===== src/rtl/bool_sweep_pkg.sv =====
// rtl/bool_sweep_pkg.sv - shared state encoding and legal parameter ranges for bool_sweep
package bool_sweep_pkg;

    typedef enum logic [1:0] {
        IDLE  = 2'd0,
        DRIVE = 2'd1,
        DONE  = 2'd2
    } state_t;

    localparam int N_IN_MIN   = 1;
    localparam int N_IN_MAX   = 8;
    localparam int SETTLE_MIN = 0;
    localparam int SETTLE_MAX = 15;

endpackage


===== src/rtl/bool_sweep_ctr.sv =====
// rtl/bool_sweep_ctr.sv - settle and vector counters for bool_sweep
module bool_sweep_ctr #(
    parameter int N_IN   = 4,
    parameter int SETTLE = 1
) (
    input  logic            clk,
    input  logic            rst_n,
    input  logic            clear,
    input  logic            run,
    output logic [N_IN-1:0] vec,
    output logic            sample_en,
    output logic            last_vec
);
    localparam logic [3:0]      SETTLE_V = 4'(SETTLE);
    localparam logic [N_IN-1:0] VEC_ONE  = N_IN'(1);
    localparam logic [N_IN-1:0] VEC_LAST = {N_IN{1'b1}};

    logic [3:0]      settle_q, settle_d;
    logic [N_IN-1:0] vec_q, vec_d;

    assign vec       = vec_q;
    assign sample_en = run && (settle_q == SETTLE_V);
    assign last_vec  = (vec_q == VEC_LAST);

    // The vector counter wraps to 0 after the final sample and stays there once run drops.
    always_comb begin
        settle_d = settle_q;
        vec_d    = vec_q;
        if (clear) begin
            settle_d = 4'd0;
            vec_d    = '0;
        end else if (run) begin
            if (settle_q == SETTLE_V) begin
                settle_d = 4'd0;
                vec_d    = vec_q + VEC_ONE;
            end else begin
                settle_d = settle_q + 4'd1;
            end
        end
    end

    always_ff @(posedge clk) begin
        if (!rst_n) begin
            settle_q <= 4'd0;
            vec_q    <= '0;
        end else begin
            settle_q <= settle_d;
            vec_q    <= vec_d;
        end
    end

endmodule


===== src/rtl/bool_sweep.sv =====
// rtl/bool_sweep.sv - exhaustive truth-table sweep and compare engine for N-input boolean functions
module bool_sweep
    import bool_sweep_pkg::*;
#(
    parameter int N_IN   = 4,
    parameter int SETTLE = 1
) (
    input  logic                   clk,
    input  logic                   rst_n,
    input  logic                   start,
    input  logic [(1<<N_IN)-1:0]   expected,
    output logic [N_IN-1:0]        vec_out,
    input  logic                   f_in,
    output logic                   busy,
    output logic                   done,
    output logic                   pass,
    output logic [N_IN:0]          mismatch_cnt,
    output logic [N_IN-1:0]        first_bad,
    output logic [(1<<N_IN)-1:0]   table_out
);
    localparam int            NVEC    = 1 << N_IN;
    localparam logic [N_IN:0] CNT_ONE = (N_IN+1)'(1);

    if (N_IN < N_IN_MIN || N_IN > N_IN_MAX || SETTLE < SETTLE_MIN || SETTLE > SETTLE_MAX) begin : g_bad_param
        $error("bool_sweep: N_IN or SETTLE outside legal range");
    end

    state_t              state_q, state_d;
    logic                busy_q, busy_d;
    logic                done_q, done_d;
    logic                pass_q, pass_d;
    logic [N_IN:0]       mism_q, mism_d;
    logic [N_IN-1:0]     first_q, first_d;
    logic [NVEC-1:0]     table_q, table_d;
    logic [NVEC-1:0]     exp_q, exp_d;
    logic                ctr_clear, ctr_run;
    logic                sample_en, last_vec;
    logic [N_IN-1:0]     vec;

    bool_sweep_ctr #(
        .N_IN   (N_IN),
        .SETTLE (SETTLE)
    ) u_ctr (
        .clk       (clk),
        .rst_n     (rst_n),
        .clear     (ctr_clear),
        .run       (ctr_run),
        .vec       (vec),
        .sample_en (sample_en),
        .last_vec  (last_vec)
    );

    always_comb begin
        state_d   = state_q;
        busy_d    = busy_q;
        done_d    = 1'b0;
        pass_d    = pass_q;
        mism_d    = mism_q;
        first_d   = first_q;
        table_d   = table_q;
        exp_d     = exp_q;
        ctr_clear = 1'b0;
        ctr_run   = 1'b0;
        case (state_q)
            IDLE: begin
                if (start) begin
                    state_d   = DRIVE;
                    busy_d    = 1'b1;
                    exp_d     = expected;
                    table_d   = '0;
                    mism_d    = '0;
                    first_d   = '0;
                    pass_d    = 1'b0;
                    ctr_clear = 1'b1;
                end
            end
            DRIVE: begin
                ctr_run = 1'b1;
                if (sample_en) begin
                    table_d[vec] = f_in;
                    // A zero count before this sample marks the first mismatch of the sweep.
                    if (f_in != exp_q[vec]) begin
                        if (mism_q == '0) begin
                            first_d = vec;
                        end
                        mism_d = mism_q + CNT_ONE;
                    end
                    if (last_vec) begin
                        state_d = DONE;
                        busy_d  = 1'b0;
                        done_d  = 1'b1;
                        pass_d  = (mism_d == '0);
                    end
                end
            end
            DONE: begin
                state_d = IDLE;
            end
            default: begin
                state_d = IDLE;
            end
        endcase
    end

    always_ff @(posedge clk) begin
        if (!rst_n) begin
            state_q <= IDLE;
            busy_q  <= 1'b0;
            done_q  <= 1'b0;
            pass_q  <= 1'b0;
            mism_q  <= '0;
            first_q <= '0;
            table_q <= '0;
            exp_q   <= '0;
        end else begin
            state_q <= state_d;
            busy_q  <= busy_d;
            done_q  <= done_d;
            pass_q  <= pass_d;
            mism_q  <= mism_d;
            first_q <= first_d;
            table_q <= table_d;
            exp_q   <= exp_d;
        end
    end

    assign vec_out      = vec;
    assign busy         = busy_q;
    assign done         = done_q;
    assign pass         = pass_q;
    assign mismatch_cnt = mism_q;
    assign first_bad    = first_q;
    assign table_out    = table_q;

endmodule


===== config.mk =====
export PLATFORM = sky130hd
export DESIGN_NAME = bool_sweep
export DESIGN_NICKNAME = d
export VERILOG_FILES = /design/src/rtl/bool_sweep_pkg.sv /design/src/rtl/bool_sweep_ctr.sv /design/src/rtl/bool_sweep.sv
export SDC_FILE = /design/constraint.sdc
export NUM_CORES = 1
export LEC_CHECK = 0
export ABC_AREA = 1
export CAP_MARGIN = 25
export CELL_PAD_IN_SITES_DETAIL_PLACEMENT = 0
export CELL_PAD_IN_SITES_GLOBAL_PLACEMENT = 1
export CORE_ASPECT_RATIO = 0.7
export CORE_MARGIN = 2
export CORE_UTILIZATION = 36
export DETAILED_ROUTE_END_ITERATION = 12
export GPL_TIMING_DRIVEN = 0
export PLACE_DENSITY = 0.87
export SYNTH_ARGS = -nofsm -noshare
export SYNTH_HDL_FRONTEND = slang
export SYNTH_SLANG_ARGS = --single-unit

===== constraint.sdc =====
create_clock -name clk -period 1.94 [get_ports clk]
set_input_delay 0.291 -clock clk [delete_from_list [all_inputs] [get_ports clk]]
set_output_delay 0.291 -clock clk [all_outputs]
set_load 0.02 [all_outputs]

==> impl_metrics.ini, run 1 <==
[grt]
gr-usage-all-layers_pct = 17.9
gr-total-overflow = 0
grt_pass1_vias = 2370
antenna_found_initial = 0
grt_pass1_wl_um = 11200
grt_max_degree = 17

[synthesis]
avgSynthCellArea_um2 = 6.91
yosysTopAreaCell = dfxtp_1
synth.area.top_cells = dfxtp_1, nand2_1, a21oi_1, o21ai_0, inv_1
ys_seq_elements = 54
ys.flop_type = dfxtp_1
async_flop_share_pct = 0
synth_seq_area_share_pct = 41.5
synth_edf_count = 0
syn_nets = 403
syn_inst = 377
synth_cell_types = 28
yosys_warnings = 0
synth_area_um2 = 2610
synth_top_area_share_pct = 41.5

[die]
core_area_um2 = 6880
dieHeight_um = 75.2
die_w_um = 106
die_area_um2 = 7950
io_pins = 52
start_util_pct = 37.9
num_rows = 25

[final_layout]
final_cell_mix = nand2_1, clkdlybuf4s50_1, dfxtp_1
multiInputGateArea_um2 = 1300
ff_latch_area_um2 = 1090
fin_util_pct = 50.4
finish.instance_area_um2 = 3470
stdcell_count = 541
area_delta_synth_final_pct = 33.1
num-nets-final = 472
final_common_cell = nand2_1
drive_gt1_share_pct = 11.4
diodes = 0
fill_cells = 718

[critical_path]
critical_path.max_fanout = 9
required_ps = 2190
worst-r2r-cell-count = 12
cp.arrival_ps = 2070
crit_type = reg -> reg
r2r-end = table_out[15]
worstReg2RegStart = u_ctr.settle_q[3]
cp-end-kind = flop
regToRegSetupSlack_ps = 120
crit_path_start_kind = flop

[drt]
vias = 2557
dr.pass1.iters = 4
via_per_inst = 4.73
drtIter0Drc = 148
route.detailed.drc = 0
finalWirelength_um = 6770
routedWlPerCell_um = 12.5
postRouteAntennaNets = 0

[power_and_ir_drop]
p_seq_share_pct = 53.9
swShare_pct = 27.4
power.leakage_nw = 1.38
clockPowerShare_pct = 31.0
power.density_nw_per_um2 = 617
netSwitchingPower_mw = 0.586
p_comb_share_pct = 15.1
power_mw = 2.14
power.internal_mw = 1.55
ir_drop_uv = 302

[placement]
place_inst = 522
dpl.hpwl_um = 5030
io_buffers = 51
placed_area_um2 = 3230
gp_congestion = 0.839

[cts]
cts_tree = done
cts_root_buf = clkbuf_8
cts_buffer_depth = 2
clock_latency_ps = 310
htree_num_levels = 2
clock-sinks = 54
cts_hold_buffers = 0
cts_inserted_buffers = 5
clkSlewWorstSetupHoldPaths_ps = 100

[flow_run]
drv_cap = 0

[timing]
slew-limit-headroom_pct = 63.9
worst_pin_slew_ps = 541
setup_viol = 0
setup_tns_ps = 0
min_period_ps = 1820
slew_viol_final = 0
hold_violations = 0
max_freq_mhz = 549
fin_worst_skew_ps = 7.95
period_share_pct = 94.0

[min_path]
holdPathEnd = exp_q[7]
worstHoldStart = exp_q[7]
hold_depth = 2
hold_path.class = reg -> reg

[status]
status = complete, no violations
==> cells in the mapped netlist (all sizes together) (2+ instances only) <==
library cell	n
dfxtp	54
nor2	38
nand3	19
nand2	99
ha	6
nor3	6
inv	52
o22ai	2
clkbuf	9
buf	2
o21ai	40
xor2	4
a21oi	43
==> critical path, stage by stage, from the launching register on <==
cell and delay, ps:
dfxtp_1 330, nor2_1 110, inv_1 70, nor3_2 120, inv_2 80, nor2_8 160, inv_6 80, nand2_8 70
inv_4 40, nor3_4 330, buf_6 180, nand2_1 80, a21oi_2 110
==> layer usage <==
| layer | global-route usage [%] | vias up | part of all wire (%) |
|---|---|---|---|
| li1 | - | 1338 | - |
| met1 | 25.4 | 1148 | 52 |
| met2 | 27.5 | 64 | 41 |
| met3 | 3.90 | 7 | 5.8 |
| met4 | 5.12 | 0 | 0.96 |
| met5 | 0 | - | 0 |
==> power by group through the flow <==
| stage | logic [mW] | registers [mW] | clock network [mW] |
|---|---|---|---|
| 2_1_floorplan | 0.187 | 1.18 | 0 |
| 3_3_place_gp | 0.289 | 1.18 | 0 |
| 3_5_place_dp | 0.292 | 1.18 | 0 |
| 4_1_cts | 0.294 | 1.16 | 0.682 |
| 5_1_grt | 0.366 | 1.16 | 0.732 |
| 6_report | 0.323 | 1.15 | 0.664 |
==> state kept, by name (all words and copies together), names as in the netlist <==
name / cells
first_bad: 4
state_q: 2
busy: 1
table_out: 16
mismatch_cnt: 5
pass: 1
u_ctr.settle_q: 4
u_ctr.vec: 4
exp_q: 16
done: 1
==> cell type report <==
type | instances | area share, %
plain buffers | 11 | 1.77
clock buffers | 6 | 2.38
clock inverters | 2 | 0.361
inverters | 52 | 5.99
multi-input cells | 260 | 37.4
flip-flops and latches | 54 | 31.5
well taps | 94 | 3.39
repair buffers | 62 | 17.2
==> timing repair <==
item                                    4_1_cts  5_1_grt
cloned                                        0        1
pin swaps                                     0        4
resized for setup                             2       20
setup buffers                                 0       10
endpoints found under the setup margin        5       15
==> cell families (layout without fill, tap and decap cells) <==
logic type                 Yosys count  count (layout)  synth area share (%)
AOI/OAI and AO/OA                   86              86                  16.9
xor gates and xnor gates             4               4                  1.34
adders and majority gates            6               6                  2.88
buffers and inverters               63             133                  9.79
DFF                                 54              54                  41.5
and+or+nand+nor                    164             164                  27.7
==> through the flow <==
step | hold WS [ps] | setup WS [ps]
2_1_floorplan | 429 | 166
3_3_place_gp | 442 | -133
3_5_place_dp | 447 | -145
4_1_cts | 462 | 8.19
5_1_grt | 490 | -13.2
6_report | 458 | 117
==> worst max-delay path by stage <==
stage	slack (ps)	start	to	cells after the start
CTS	8	u_ctr.vec[1]	first_bad[1]	13
detailed placement	-140	u_ctr.vec[1]	first_bad[3]	13
global placement	-130	u_ctr.vec[1]	first_bad[1]	13
floorplan	170	u_ctr.vec[0]	first_bad[3]	14
finish	120	u_ctr.settle_q[3]	table_out[15]	12
global route	-10	u_ctr.settle_q[3]	table_out[0]	12
Note: power is estimated with default switching activity, not from simulation.
==> inputs of run 2 (changes only) <==
REMOVE_ABC_BUFFERS = 1   (was default)
==> impl_metrics.ini, run 2 (synthesis gave the netlist of run 1 again) <==
[status]
status = complete, no violations

[critical_path]
crit_type = reg -> out
critical_path.max_fanout = 7
required_ps = 1650
max_stage_delay_ps = 600
worstReg2RegStart = state_q[0]
crit_path_start_kind = flop
cp.arrival_ps = 1460
startpoint = u_ctr.vec[0]
cpMaxStageDelayCell = clkdlybuf4s50_1
cp-end-kind = output port
path_cells = buf_6 -> clkdlybuf4s50_1

[timing]
hold_violations = 0
min_period_ps = 1750
setup_viol = 0
fin_worst_skew_ps = 5.43
worst_pin_slew_ps = 524
slew-limit-headroom_pct = 64.9
finalWorstSetupSlack_ps = 189
setup_tns_ps = 0
period_share_pct = 90.3
slew_viol_final = 0
max_freq_mhz = 571

[grt]
grtUsageMet1_pct = 24.9
busiest_layer = met2
gr-total-overflow = 0
grt_max_degree = 24
antenna_found_initial = 0
gr-usage-all-layers_pct = 17.3
grt_pass1_wl_um = 10900
grt_pass1_vias = 2270
use_met2_pct = 27.0
use_met3_pct = 3.46

[drt]
dr.pass1.iters = 4
vias = 2531
drtIter0Drc = 121
finalWirelength_um = 6700
routedWlPerCell_um = 12.7
route.detailed.drc = 0
postRouteAntennaNets = 0
via_per_inst = 4.78

[flow_run]
drv_cap = 0

[final_layout]
fin_util_pct = 49.9
final_cell_mix = nand2_1, dfxtp_1, clkdlybuf4s50_1
area_delta_synth_final_pct = 31.8
num-nets-final = 462
drive_gt1_share_pct = 12.0
diodes = 0
fill_cells = 738
final_common_cell = nand2_1

[cts]
cts_inserted_buffers = 5
cts_buffer_depth = 2
clock_latency_ps = 300
htree_num_levels = 2
clkSlewWorstSetupHoldPaths_ps = 90
clock-sinks = 54
cts_hold_buffers = 0
cts_root_buf = clkbuf_8
cts_tree = done

[min_path]
worstHoldStart = exp_q[4]
hold_path.class = reg -> reg

[die]
start_util_pct = 37.9
die_area_um2 = 7950
num_rows = 25
die_w_um = 106
dieHeight_um = 75.2
io_pins = 52
core_area_um2 = 6880

[placement]
io_buffers = 51
gp_congestion = 0.747
dpl.hpwl_um = 4590
dpl_worst_slack_ps = -875

[power_and_ir_drop]
power.leakage_nw = 1.36
power.density_nw_per_um2 = 612
ir_drop_uv = 313
power_mw = 2.10
run 2: cell types whose count changed in the layout (fill, tap and decap cells not counted), moves of 2 or more:
cell	previous run	this run
clkbuf_1	8	0
nor2_1	33	30
buf_4	10	8
nor2_2	2	6
run 2: layout make-up:
type                       instances  area (um2)  share of cell area, %
multi-input combinational        260        1310                   38.1
sequential                        54        1090                   31.7
timing repair buffer              62         622                   18.1
inverter                          52         209                   6.08
tap                               94         118                   3.42
clock buffer                       6        82.6                   2.40
timing repair inverter             1        5.00                  0.146
run 2: repair_timing:
item,in CTS,in global routing
setup buffers,2,8
gates cloned,1,0
gates resized for setup,8,17
setup endpoints to repair,36,29
pin swaps,1,4
run 2: worst paths after layout:
kind	depth (start not counted)	end	slack, ps
hold reg to reg	2	exp_q[4]	460
setup reg to reg	11	table_out[1]	200
hold / removal	2	exp_q[4]	460
setup / recovery	2	vec_out[0]	190
run 2: routing by layer:
metal	vias up	wire, um
met3	7	349
met5	-	0
met2	55	2830
met1	1152	3470
li1	1317	-
met4	0	56
run 2: stage by stage:
step / std cells / hold slack, ps / area (um2)
final: 529 / 457 / 3430
after floorplan: 366 / 389 / 2550
after detailed placement: 512 / 448 / 3210
after global routing: 529 / 485 / 3430
after global placement: 511 / 440 / 3180
after CTS: 521 / 462 / 3320
run 2: critical path, delay by kind of cell, from the launching register on:
family / cells / cell delay (ps)
buf+inv: 2 / 750
flops: 1 / 410
run 2: power breakdown:
group          switching (mW)  internal [mW]  leakage [nW]  total, mW
registers              0.0126           1.14         0.442       1.15
clock network           0.352          0.277        0.0431      0.629
logic                   0.195          0.124         0.872      0.319
